File: src/rtl/md_issue_ctrl_pkg.sv
// Shared op codes, FSM state encoding and decode helpers for the mult/div issue controller.
package md_issue_ctrl_pkg;

    localparam logic [2:0] OP_MULT  = 3'd0;
    localparam logic [2:0] OP_MULTU = 3'd1;
    localparam logic [2:0] OP_DIV   = 3'd2;
    localparam logic [2:0] OP_DIVU  = 3'd3;

    typedef enum logic {
        MD_IDLE = 1'b0,
        MD_RUN  = 1'b1
    } md_state_e;

    function automatic logic op_known(input logic [2:0] op);
        return (op == OP_MULT) || (op == OP_MULTU) || (op == OP_DIV) || (op == OP_DIVU);
    endfunction

    function automatic logic op_is_div(input logic [2:0] op);
        return (op == OP_DIV) || (op == OP_DIVU);
    endfunction

endpackage

File: src/rtl/md_issue_ctrl_if.sv
// E-stage request / mult-div unit handshake bundle; slave is the issue controller, master the surrounding pipe.
interface md_issue_ctrl_if;
    logic        e_md_valid;
    logic [2:0]  e_md_op;
    logic        e_mthi;
    logic        e_mtlo;
    logic        e_mfhi;
    logic        e_mflo;
    logic [31:0] e_rs;
    logic [31:0] e_rt;
    logic        flush;
    logic        md_busy;
    logic [31:0] md_hi;
    logic [31:0] md_lo;
    logic        md_start;
    logic [2:0]  md_op;
    logic        md_mthi;
    logic        md_mtlo;
    logic [31:0] md_a;
    logic [31:0] md_b;
    logic        stall_e;
    logic [31:0] mf_data;
    logic        md_err;

    modport slave (
        input  e_md_valid, e_md_op, e_mthi, e_mtlo, e_mfhi, e_mflo, e_rs, e_rt, flush,
        input  md_busy, md_hi, md_lo,
        output md_start, md_op, md_mthi, md_mtlo, md_a, md_b, stall_e, mf_data, md_err
    );

    modport master (
        output e_md_valid, e_md_op, e_mthi, e_mtlo, e_mfhi, e_mflo, e_rs, e_rt, flush,
        output md_busy, md_hi, md_lo,
        input  md_start, md_op, md_mthi, md_mtlo, md_a, md_b, stall_e, mf_data, md_err
    );
endinterface

File: src/rtl/md_issue_ctrl_lat_checker.sv
// md_lat_checker: counts busy cycles of the running op and flags any deviation from the
// contracted latency (or a busy/handshake violation) in a sticky error flop.
module md_lat_checker #(
    parameter int MULT_LAT = 5,
    parameter int DIV_LAT  = 10,
    parameter int CNT_W    = 4
) (
    input  logic clk,
    input  logic rst_n,
    input  logic start,
    input  logic div_op,
    input  logic run,
    input  logic first,
    input  logic busy,
    input  logic bad_op,
    output logic err
);

    localparam logic [CNT_W-1:0] MULT_L = CNT_W'(MULT_LAT);
    localparam logic [CNT_W-1:0] DIV_L  = CNT_W'(DIV_LAT);

    logic [CNT_W-1:0] cnt_q, cnt_d;
    logic [CNT_W-1:0] exp_lat_q, exp_lat_d;
    logic             err_q, err_d;

    always_comb begin
        cnt_d     = cnt_q;
        exp_lat_d = exp_lat_q;
        if (start) begin
            cnt_d     = '0;
            exp_lat_d = div_op ? DIV_L : MULT_L;
        end else if (run && busy && (cnt_q != '1)) begin
            cnt_d = cnt_q + 1'b1;
        end
        // Busy falling ends the op: on the first RUN cycle that is a missing handshake,
        // later it is a latency check. Busy while idle is never legal.
        err_d = err_q | bad_op | (~run & busy)
                      | (run & ~busy & (first | (cnt_q != exp_lat_q)));
    end

    always_ff @(posedge clk or negedge rst_n) begin
        if (!rst_n) begin
            cnt_q     <= '0;
            exp_lat_q <= '0;
            err_q     <= 1'b0;
        end else begin
            cnt_q     <= cnt_d;
            exp_lat_q <= exp_lat_d;
            err_q     <= err_d;
        end
    end

    assign err = err_q;

endmodule

File: src/rtl/md_issue_ctrl.sv
// E-stage initiator for the mult/div unit: strobes, HI/LO-class stall, mfhi/mflo mux, busy FSM.
// Optional MD_DIV0_SKIP_EN: div/divu by zero retires without starting the unit.
module md_issue_ctrl
    import md_issue_ctrl_pkg::*;
#(
    parameter int MULT_LAT = 5,
    parameter int DIV_LAT  = 10,
    parameter int CNT_W    = 4
) (
    input  logic           clk,
    input  logic           reset,
    md_issue_ctrl_if.slave bus
);

    md_state_e state_q, state_d;
    logic      first_q, first_d;
    logic      md_class, stall, gate, op_ok, div_op, div0_skip, issue, start, bad_op, run;

    always_comb begin
        md_class = bus.e_md_valid | bus.e_mthi | bus.e_mtlo | bus.e_mfhi | bus.e_mflo;
        // The first RUN cycle stalls even if busy is late, so nothing slips past a fresh op.
        stall    = md_class & (bus.md_busy | ((state_q == MD_RUN) & first_q));
        gate     = reset & ~stall & ~bus.flush;
        op_ok    = op_known(bus.e_md_op);
        div_op   = op_is_div(bus.e_md_op);
`ifdef MD_DIV0_SKIP_EN
        div0_skip = div_op & (bus.e_rt == '0);
`else
        div0_skip = 1'b0;
`endif
        issue    = bus.e_md_valid & op_ok & gate;
        start    = issue & ~div0_skip;
        bad_op   = bus.e_md_valid & ~op_ok & gate;
        run      = (state_q == MD_RUN);
    end

    // A new op may issue on the busy-fall cycle, so RUN can chain straight into RUN.
    always_comb begin
        state_d = state_q;
        first_d = start;
        case (state_q)
            MD_IDLE: if (start) state_d = MD_RUN;
            MD_RUN:  if (!bus.md_busy) state_d = start ? MD_RUN : MD_IDLE;
            default: state_d = MD_IDLE;
        endcase
    end

    always_ff @(posedge clk or negedge reset) begin
        if (!reset) begin
            state_q <= MD_IDLE;
            first_q <= 1'b0;
        end else begin
            state_q <= state_d;
            first_q <= first_d;
        end
    end

    md_lat_checker #(
        .MULT_LAT (MULT_LAT),
        .DIV_LAT  (DIV_LAT),
        .CNT_W    (CNT_W)
    ) u_lat (
        .clk    (clk),
        .rst_n  (reset),
        .start  (start),
        .div_op (div_op),
        .run    (run),
        .first  (first_q),
        .busy   (bus.md_busy),
        .bad_op (bad_op),
        .err    (bus.md_err)
    );

    assign bus.md_start = start;
    assign bus.md_mthi  = bus.e_mthi & gate;
    assign bus.md_mtlo  = bus.e_mtlo & gate;
    assign bus.md_op    = bus.e_md_op;
    assign bus.md_a     = bus.e_rs;
    assign bus.md_b     = bus.e_rt;
    assign bus.stall_e  = stall;
    assign bus.mf_data  = bus.e_mfhi ? bus.md_hi : (bus.e_mflo ? bus.md_lo : 32'b0);

endmodule

File: src/flat_wrapper.sv
// flat-port wrapper written by rule: the top's interface ports become plain ports
module md_issue_ctrl_flat import md_issue_ctrl_pkg::*;
#(
    parameter int MULT_LAT = 5,
    parameter int DIV_LAT  = 10,
    parameter int CNT_W    = 4
)
  (clk, reset, bus_e_md_valid, bus_e_md_op, bus_e_mthi, bus_e_mtlo, bus_e_mfhi, bus_e_mflo, bus_e_rs, bus_e_rt, bus_flush, bus_md_busy, bus_md_hi, bus_md_lo, bus_md_start, bus_md_op, bus_md_mthi, bus_md_mtlo, bus_md_a, bus_md_b, bus_stall_e, bus_mf_data, bus_md_err);
  md_issue_ctrl_if bus_i ();
  input  logic clk;
  input  logic reset;
  input wire logic [$bits(bus_i.e_md_valid)-1:0] bus_e_md_valid;
  input wire logic [$bits(bus_i.e_md_op)-1:0] bus_e_md_op;
  input wire logic [$bits(bus_i.e_mthi)-1:0] bus_e_mthi;
  input wire logic [$bits(bus_i.e_mtlo)-1:0] bus_e_mtlo;
  input wire logic [$bits(bus_i.e_mfhi)-1:0] bus_e_mfhi;
  input wire logic [$bits(bus_i.e_mflo)-1:0] bus_e_mflo;
  input wire logic [$bits(bus_i.e_rs)-1:0] bus_e_rs;
  input wire logic [$bits(bus_i.e_rt)-1:0] bus_e_rt;
  input wire logic [$bits(bus_i.flush)-1:0] bus_flush;
  input wire logic [$bits(bus_i.md_busy)-1:0] bus_md_busy;
  input wire logic [$bits(bus_i.md_hi)-1:0] bus_md_hi;
  input wire logic [$bits(bus_i.md_lo)-1:0] bus_md_lo;
  output wire logic [$bits(bus_i.md_start)-1:0] bus_md_start;
  output wire logic [$bits(bus_i.md_op)-1:0] bus_md_op;
  output wire logic [$bits(bus_i.md_mthi)-1:0] bus_md_mthi;
  output wire logic [$bits(bus_i.md_mtlo)-1:0] bus_md_mtlo;
  output wire logic [$bits(bus_i.md_a)-1:0] bus_md_a;
  output wire logic [$bits(bus_i.md_b)-1:0] bus_md_b;
  output wire logic [$bits(bus_i.stall_e)-1:0] bus_stall_e;
  output wire logic [$bits(bus_i.mf_data)-1:0] bus_mf_data;
  output wire logic [$bits(bus_i.md_err)-1:0] bus_md_err;
  assign bus_i.e_md_valid = bus_e_md_valid;
  assign bus_i.e_md_op = bus_e_md_op;
  assign bus_i.e_mthi = bus_e_mthi;
  assign bus_i.e_mtlo = bus_e_mtlo;
  assign bus_i.e_mfhi = bus_e_mfhi;
  assign bus_i.e_mflo = bus_e_mflo;
  assign bus_i.e_rs = bus_e_rs;
  assign bus_i.e_rt = bus_e_rt;
  assign bus_i.flush = bus_flush;
  assign bus_i.md_busy = bus_md_busy;
  assign bus_i.md_hi = bus_md_hi;
  assign bus_i.md_lo = bus_md_lo;
  assign bus_md_start = bus_i.md_start;
  assign bus_md_op = bus_i.md_op;
  assign bus_md_mthi = bus_i.md_mthi;
  assign bus_md_mtlo = bus_i.md_mtlo;
  assign bus_md_a = bus_i.md_a;
  assign bus_md_b = bus_i.md_b;
  assign bus_stall_e = bus_i.stall_e;
  assign bus_mf_data = bus_i.mf_data;
  assign bus_md_err = bus_i.md_err;
  md_issue_ctrl #(.MULT_LAT(MULT_LAT), .DIV_LAT(DIV_LAT), .CNT_W(CNT_W)) u_core (.clk(clk), .reset(reset), .bus(bus_i));
endmodule
File: config.mk
export PLATFORM = sky130hd
export DESIGN_NAME = md_issue_ctrl_flat
export DESIGN_NICKNAME = d
export VERILOG_FILES = /design/src/rtl/md_issue_ctrl_pkg.sv /design/src/rtl/md_issue_ctrl_if.sv /design/src/rtl/md_issue_ctrl_lat_checker.sv /design/src/rtl/md_issue_ctrl.sv /design/src/flat_wrapper.sv
export SDC_FILE = /design/constraint.sdc
export NUM_CORES = 1
export LEC_CHECK = 0
export ABC_AREA = 1
export CAP_MARGIN = 5
export CELL_PAD_IN_SITES_DETAIL_PLACEMENT = 2
export CELL_PAD_IN_SITES_GLOBAL_PLACEMENT = 2
export CORE_ASPECT_RATIO = 1.75
export CORE_UTILIZATION = 10
export DETAILED_ROUTE_END_ITERATION = 16
export GPL_ROUTABILITY_DRIVEN = 0
export GPL_TIMING_DRIVEN = 0
export PLACE_DENSITY = 0.95
export SLEW_MARGIN = 40
export SYNTH_ARGS = -nofsm -noshare
export SYNTH_HDL_FRONTEND = slang
export SYNTH_SLANG_ARGS = --single-unit
export TNS_END_PERCENT = 30
File: constraint.sdc
create_clock -name clk -period 2.25 [get_ports clk]
set_input_delay 0.45 -clock clk [delete_from_list [all_inputs] [get_ports clk]]
set_output_delay 0.45 -clock clk [all_outputs]
set_load 0.01 [all_outputs]
==> results of run 1 <==
[synth_stat cells]
cell type	count	area, um2
a21o_1	1	7.51
a21oi_1	1	5.00
buf_2	6	30.0
buf_4	68	510
buf_6	1	11.3
clkbuf_1	3	11.3
clkinv_1	1	3.75
dfrtp_1	9	225
ha_1	1	12.5
inv_1	19	71.3
inv_2	2	7.51
nand2_1	94	353
nand2_4	1	11.3
nand3_1	39	195
nand3_2	1	10.0
nand3_4	1	17.5
nand3b_1	1	7.51
nor2_1	6	22.5
nor2_4	2	22.5
o21ai_1	3	15.0
or2_1	1	6.26
or2_2	1	6.26
[logic make-up after synthesis]
group	after synthesis
buf+inv	100
flops	9
simple gates	147
fa+ha+maj	1
compound gates	5
[timing repair]
item	in CTS	in global routing
gates resized for setup	12	6
pin swaps	0	0
hold endpoints to repair	0	0
setup endpoints to repair	19	4
[power breakdown]
group          switching, mW  internal [mW]  total, mW
registers             0.0401          0.191      0.231
clock network         0.0819          0.237      0.319
logic                  0.274          0.433      0.707
total                  0.396          0.861       1.26
[registers in the layout, summed over array words and instances, names as in the netlist]
| register | flops |
|---|---|
| u_core.u_lat.cnt_q | 4 |
| u_core.u_lat.exp_lat_q | 2 |
| u_core.first_q | 1 |
| u_core.run | 1 |
| u_core.u_lat.err | 1 |
[routing by layer]
metal | vias to the layer above | track usage, % | wire length [um]
li1 | 1095 | - | -
met1 | 1082 | 7.69 | 2430
met2 | 177 | 23.4 | 5220
met3 | 10 | 1.77 | 988
met4 | 0 | 3.07 | 162
met5 | - | 0 | 0
[how the worst max path moves through the flow]
stage	to	slack, ns	cells past startpoint
4_1_cts	bus_md_start	0.02	7
2_1_floorplan	bus_md_mtlo	0.75	6
3_5_place_dp	bus_md_start	-0.62	6
6_report	bus_md_mtlo	0.10	7
3_3_place_gp	bus_md_start	-0.57	6
5_1_grt	bus_md_mtlo	0.005	7
[area by class of cell]
class | count | area, um2
sequential | 9 | 225
tap | 186 | 233
clock buffer | 4 | 78.8
inverter | 22 | 83.8
buffer | 77 | 569
timing repair buffer | 177 | 1770
multi-input combinational | 153 | 697
fill | 1854 | 11700
[through the flow]
| step | area (um2) | total power, mW | hold slack, ns |
|---|---|---|---|
| detailed placement | 3570 | 0.947 | 0.538 |
| CTS | 3650 | 1.28 | 0.182 |
| floorplan | 1560 | 0.522 | 0.154 |
| global placement | 3570 | 0.920 | 0.509 |
| finish | 3650 | 1.26 | 0.175 |
| global route | 3650 | 1.34 | 0.196 |
==> results.txt, run 1 <==
----------------------------------------------------
[Pwr]
  Maximum resistive drop on vdd ... 269 uV
  Leak Pwr ... 1.75 nW
  Power density cells ... 344 nW/um2

[Run status]
  Result of the run ... finished clean

[Layout]
  Post-Layout Cell Count ... 628
  Area growth from synthesis to layout ... 134%
  Most used cells in the layout excluding fill and tap cells ... 172 x clkdlybuf4s50_1, 93 x nand2_1, 69 x buf_4
  Final core utilization ... 23.8%
  Fin nets ... 584
  N_diodes ... 0
  Most common library cell in the layout ignoring fill and taps ... clkdlybuf4s50_1
  Layout cells sized above 1 ... 21.0%

[Routing]
  Count of routing violations after the opening detailed-route iteration ... 21
  Drt first pass iters ... 3
  Count of antenna-violating nets left after detailed routing ... 0
  Number of vias in the routed layout ... 2,364
  Overall routed net length ... 8800 um
  Mean routed wirelength per cell ... 14.0 um
  Vias per Instance ... 3.76
  Count of unresolved DRC violations after routing ... 0

[Timing]
  Post-route setup slack ... 0.101 ns
  Actual transition at the worst max-transition pin ... 0.275 ns
  Worst relative slew slack ... 81.7%
  Final min period ... 2.15 ns
  # setup viols final ... 0
  Final hold viol count ... 0
  Maximum operating frequency ... 465 MHz
  Sum Neg Setup Slack ... 0 ns
  Final worst clock skew ... 0.00320 ns
  Max-slew violations ... 0
  Portion of the clock cycle consumed by the worst path in the final layout ... 95.5%
  Setup repair after global routing missed its margin ... no

[Synth]
  Net count of the mapped netlist ... 403
  Sequential cell area fraction in the yosys report ... 14.4%
  Dominant combinational cell family by area after synthesis ... simple AND/OR/NAND/NOR gates
  Total of flip-flops plus latches after synthesis ... 9
  Distinct cell type count of the synthesized netlist ... 22
  Adder-cell share of the synthesized area ... 0.801%
  Post-synthesis share of cell area spent on and, or, nand and nor gates ... 41.7%
  Area of the mapped netlist ... 1560 um2
  Instance count of the mapped netlist ... 262
  Yosys warning count ... 0
  Synthesized-area fraction occupied by ao, oa, aoi and oai cells ... 1.76%
  Mean post-synth cell area ... 5.96 um2
  Multiplexer share of the synthesized area ... 0%
  Parity-gate share of the synthesized area counting xor and xnor cells ... 0%

[Worst setup path]
  CP Launch Point ... bus_e_md_valid
  Crit-path cells ... clkdlybuf4s50_1 > nor2_2 > nand3_2 > nand2_4 > nand2_1 > nor2_1 > clkdlybuf4s15_1
  Crit-path leading delay family ... buffers and inverters
  Critical path startpoint category ... input port
  Cell at the slowest stage of the critical path ... clkdlybuf4s50_1
  Max FO, Critical Path ... 5
  Startpoint of the most critical register-to-register path ... u_core.u_lat.cnt_q[0]$_DFFE_PN0P_
  Worst reg-to-reg path cell count ... 7
  Worst setup path class ... input port to primary output
  Worst reg2reg path endpoint ... u_core.u_lat.cnt_q[0]$_DFFE_PN0P_
  Max stage delay on crit path ... 0.46 ns
  Critical path endpoint category ... primary output
  Arr. time, crit path ... 1.70 ns
  Reg-to-reg setup timing slack ... 0.84 ns
  Critical path required time ... 1.80 ns
  Bufs and invs on worst path ... 2

[Die]
  Placeable core region ... 15,300 um2
  Ports ... 244
  Initial standard-cell utilization of the core ... 10.2%
  Die Ht ... 167 um
  Area of the die ... 16,200 um2
  DIE WIDTH ... 96.5 um
  Placement Rows ... 60

[Clock network]
  CTS max path bufs ... 2
  Clock sinks ... 9
  Maximum level of the CTS H-tree ... 1
  Hold-fix buffer count after cts ... 0
  Post-CTS setup repair buffer count ... 0
  TritonCTS buffer count ... 3
  Clock slew seen by the registers of the worst setup and hold paths ... 0.04 ns
  Clock latency on the worst-skew pair ... 0.24 ns
  CTS tree ... yes
  Root buffer cell ... clkbuf_16

[GRT]
  Pin count of the biggest net entering global routing ... 16
  Initial antenna violation count ... 0
  Wire length of the first global-routing pass ... 12,300 um
  Total congestion overflow after global routing ... 0
  GRT Total Usage ... 10.3%
  Vias in the first global route ... 2,540

[Placement]
  Placed Instances ... 625
  Post-detail-place hpwl ... 7870 um
  Place WS ... -0.619 ns
  Port bufs ... 177

[Hold path]
  Path category of the worst min-delay check ... input port to asynchronous set/reset pin

[Job]
  Max Cap Viol ... 0

----------------------------------------------------
(Power assumes the default switching activity.)
==> run 2, diff against run 1 <==
CTS_CLUSTER_SIZE = 25   (was default)
GPL_TIMING_DRIVEN = default   (was 0)
==> run 2 against run 1 <==
Against the previous run: total power fell by 20%; final area fell by 29%; worst hold slack improved by 0.35 ns; largest cell class unchanged.
==> results.txt, run 2 (synthesized netlist as in run 1, its figures left out) <==
----------------------------------------------------
[Run status]
  Result of the run ... finished clean

[Timing]
  Setup repair after global routing missed its margin ... no
  Final worst clock skew ... 0.00343 ns
  Actual transition at the worst max-transition pin ... 0.238 ns
  Max-slew violations ... 0
  Worst relative slew slack ... 84.2%
  Final hold viol count ... 0
  Final min period ... 2.07 ns
  Worst Hold Margin ... 0.525 ns
  Portion of the clock cycle consumed by the worst path in the final layout ... 91.8%
  Maximum operating frequency ... 484 MHz
  # setup viols final ... 0

[Clock network]
  CTS tree ... yes
  CTS max path bufs ... 2
  TritonCTS buffer count ... 3
  Root buffer cell ... clkbuf_16
  Clock latency on the worst-skew pair ... 0.24 ns
  Clock slew seen by the registers of the worst setup and hold paths ... 0.04 ns
  Maximum level of the CTS H-tree ... 1
  Clock sinks ... 9
  Hold-fix buffer count after cts ... 0

[Die]
  Die Ht ... 167 um
  Placement Rows ... 60
  Ports ... 244
  Initial standard-cell utilization of the core ... 10.2%
  Area of the die ... 16,200 um2
  Placeable core region ... 15,300 um2
  DIE WIDTH ... 96.5 um

[Pwr]
  Maximum resistive drop on vdd ... 391 uV
  Switching part of the total ... 32.2%
  Leak Pwr ... 1.33 nW
  Seq pwr share ... 22.7%
  Clock network power share ... 31.5%
  P_int ... 682 uW
  Proportion of power drawn by combinational gates ... 45.8%
  Switching component of the power ... 324 uW
  Power density cells ... 386 nW/um2

[Worst setup path]
  Arr. time, crit path ... 1.62 ns
  Crit-path cells ... clkdlybuf4s50_1 > nor2_1 > nand3_2 > nand2_4 > nand3_4 > clkinv_1 > clkdlybuf4s15_1
  Worst reg2reg path endpoint ... u_core.u_lat.cnt_q[0]$_DFFE_PN0P_
  Max FO, Critical Path ... 5
  Max stage delay on crit path ... 0.45 ns
  Reg-to-reg setup timing slack ... 0.86 ns
  Critical path startpoint category ... input port
  Cell at the slowest stage of the critical path ... clkdlybuf4s50_1
  Crit-path leading delay family ... buffers and inverters
  Bufs and invs on worst path ... 3
  Startpoint of the most critical register-to-register path ... u_core.u_lat.cnt_q[0]$_DFFE_PN0P_
  Critical path endpoint category ... primary output
  Crit path depth ... 7
  Worst setup path class ... input port to primary output
  Worst reg-to-reg path cell count ... 7
  Critical path required time ... 1.80 ns

[Layout]
  Post-Layout Inst Area ... 2610 um2
  Fin nets ... 460
  Reg with most FFs ... u_core.u_lat.cnt_q
  Most used cells in the layout excluding fill and tap cells ... 93 x nand2_1, 77 x clkdlybuf4s50_1, 39 x nand3_1
  N_diodes ... 0
  Area used by multi-input combinational logic ... 694 um2
  Layout cells sized above 1 ... 9.12%
  Area growth from synthesis to layout ... 66.8%
  Most common library cell in the layout ignoring fill and taps ... nand2_1
  Area occupied by registers ... 225 um2
  Final core utilization ... 17.0%
  Filler instances ... 1,854
  Largest registers ranked by flip-flop count ... u_core.u_lat.cnt_q x4, u_core.u_lat.exp_lat_q x2
  Flip-flop count of the largest register, all copies and words added ... 4

[Routing]
  Count of routing violations after the opening detailed-route iteration ... 15
  Count of antenna-violating nets left after detailed routing ... 0
  Mean routed wirelength per cell ... 14.1 um
  Number of vias in the routed layout ... 1,880
  Count of unresolved DRC violations after routing ... 0
  Vias per Instance ... 3.73
  Drt first pass iters ... 2
  Overall routed net length ... 7100 um

[Job]
  Max Cap Viol ... 0

[Placement]
  Placement Cell Area ... 2540 um2
  Post-detail-place hpwl ... 5820 um
  Port bufs ... 115

[GRT]
  GRT Total Usage ... 8.28%
  Pin count of the biggest net entering global routing ... 33
  Initial antenna violation count ... 2
  Total congestion overflow after global routing ... 0
  Wire length of the first global-routing pass ... 9890 um
  Vias in the first global route ... 1,981

[Hold path]
  Worst Hold Endpoint ... u_core.u_lat.exp_lat_q[1]$_DFFE_PN0P_
  Hold path start ... u_core.u_lat.exp_lat_q[1]$_DFFE_PN0P_
  Number of instances on the worst hold path ... 2
  Path category of the worst min-delay check ... flip-flop to flip-flop

----------------------------------------------------
## run 2: cell types whose count changed in the layout (fill, tap and decap cells not counted), moves of 2 or more
| cell | previous run | this run |
|---|---|---|
| clkdlybuf4s50_1 | 172 | 77 |
| dlymetal6s2s_1 | 0 | 2 |
| dlygate4sd2_1 | 2 | 32 |
| clkbuf_4 | 2 | 0 |
| buf_2 | 4 | 1 |
| buf_12 | 0 | 4 |
| buf_4 | 69 | 9 |
## run 2: per-stage QoR
step	setup TNS [ns]	instances	worst slack [ns]	power (mW)
final	0	504	0.185	1.01
after CTS	-0.210	503	-0.194	1.02
after global routing	0	504	0.0540	1.07
after floorplan	0	262	0.746	0.522
after detailed placement	-7.83	499	-0.296	0.719
after global placement	-7.48	499	-0.306	0.702
## run 2: final cells by class
cell class / instances / share of cell area (%)
inverter: 22 / 3.26
tap: 186 / 8.93
multi-input combinational: 153 / 26.6
timing repair buffer: 130 / 49.5
sequential: 9 / 8.64
clock buffer: 4 / 3.02
## run 2: how the worst max path moves through the flow
stage | slack, ns | from | end
final | 0.18 | bus_e_md_valid | bus_md_start
after global routing | 0.05 | bus_e_md_valid | bus_md_start
after CTS | -0.19 | bus_e_mfhi | bus_mf_data[2]
after detailed placement | -0.30 | bus_e_mfhi | bus_md_mthi
after global placement | -0.31 | bus_e_mflo | bus_md_mthi
after floorplan | 0.75 | bus_e_mfhi | bus_md_mtlo
## run 2: worst register-to-register path: cells and delay by family (launching register included)
kind | cells | cell delay, ns
adder cells (fa/ha/maj) | 1 | 0.23
buffers and inverters | 2 | 0.13
AND/OR/NAND/NOR | 4 | 0.48
flip-flops | 1 | 0.45
## run 2: per-layer routing
metal | track usage (%) | wire length, um
met5 | 0 | 21
met3 | 1.77 | 786
met1 | 6.11 | 2030
met2 | 16.8 | 3770
met4 | 6.20 | 496
## run 2: timing repair
action                     in CTS  in global routing
setup buffers                   0                  0
resized for setup              44                  4
gates cloned                    0                  1
setup endpoints to repair      36                  6
## run 2: power by group through the flow
stage	combinational, mW	sequential (mW)	clock [mW]
3_5_place_dp	0.489	0.229	0
4_1_cts	0.470	0.228	0.321
3_3_place_gp	0.476	0.226	0
5_1_grt	0.513	0.234	0.326
2_1_floorplan	0.305	0.217	0
6_report	0.461	0.228	0.317
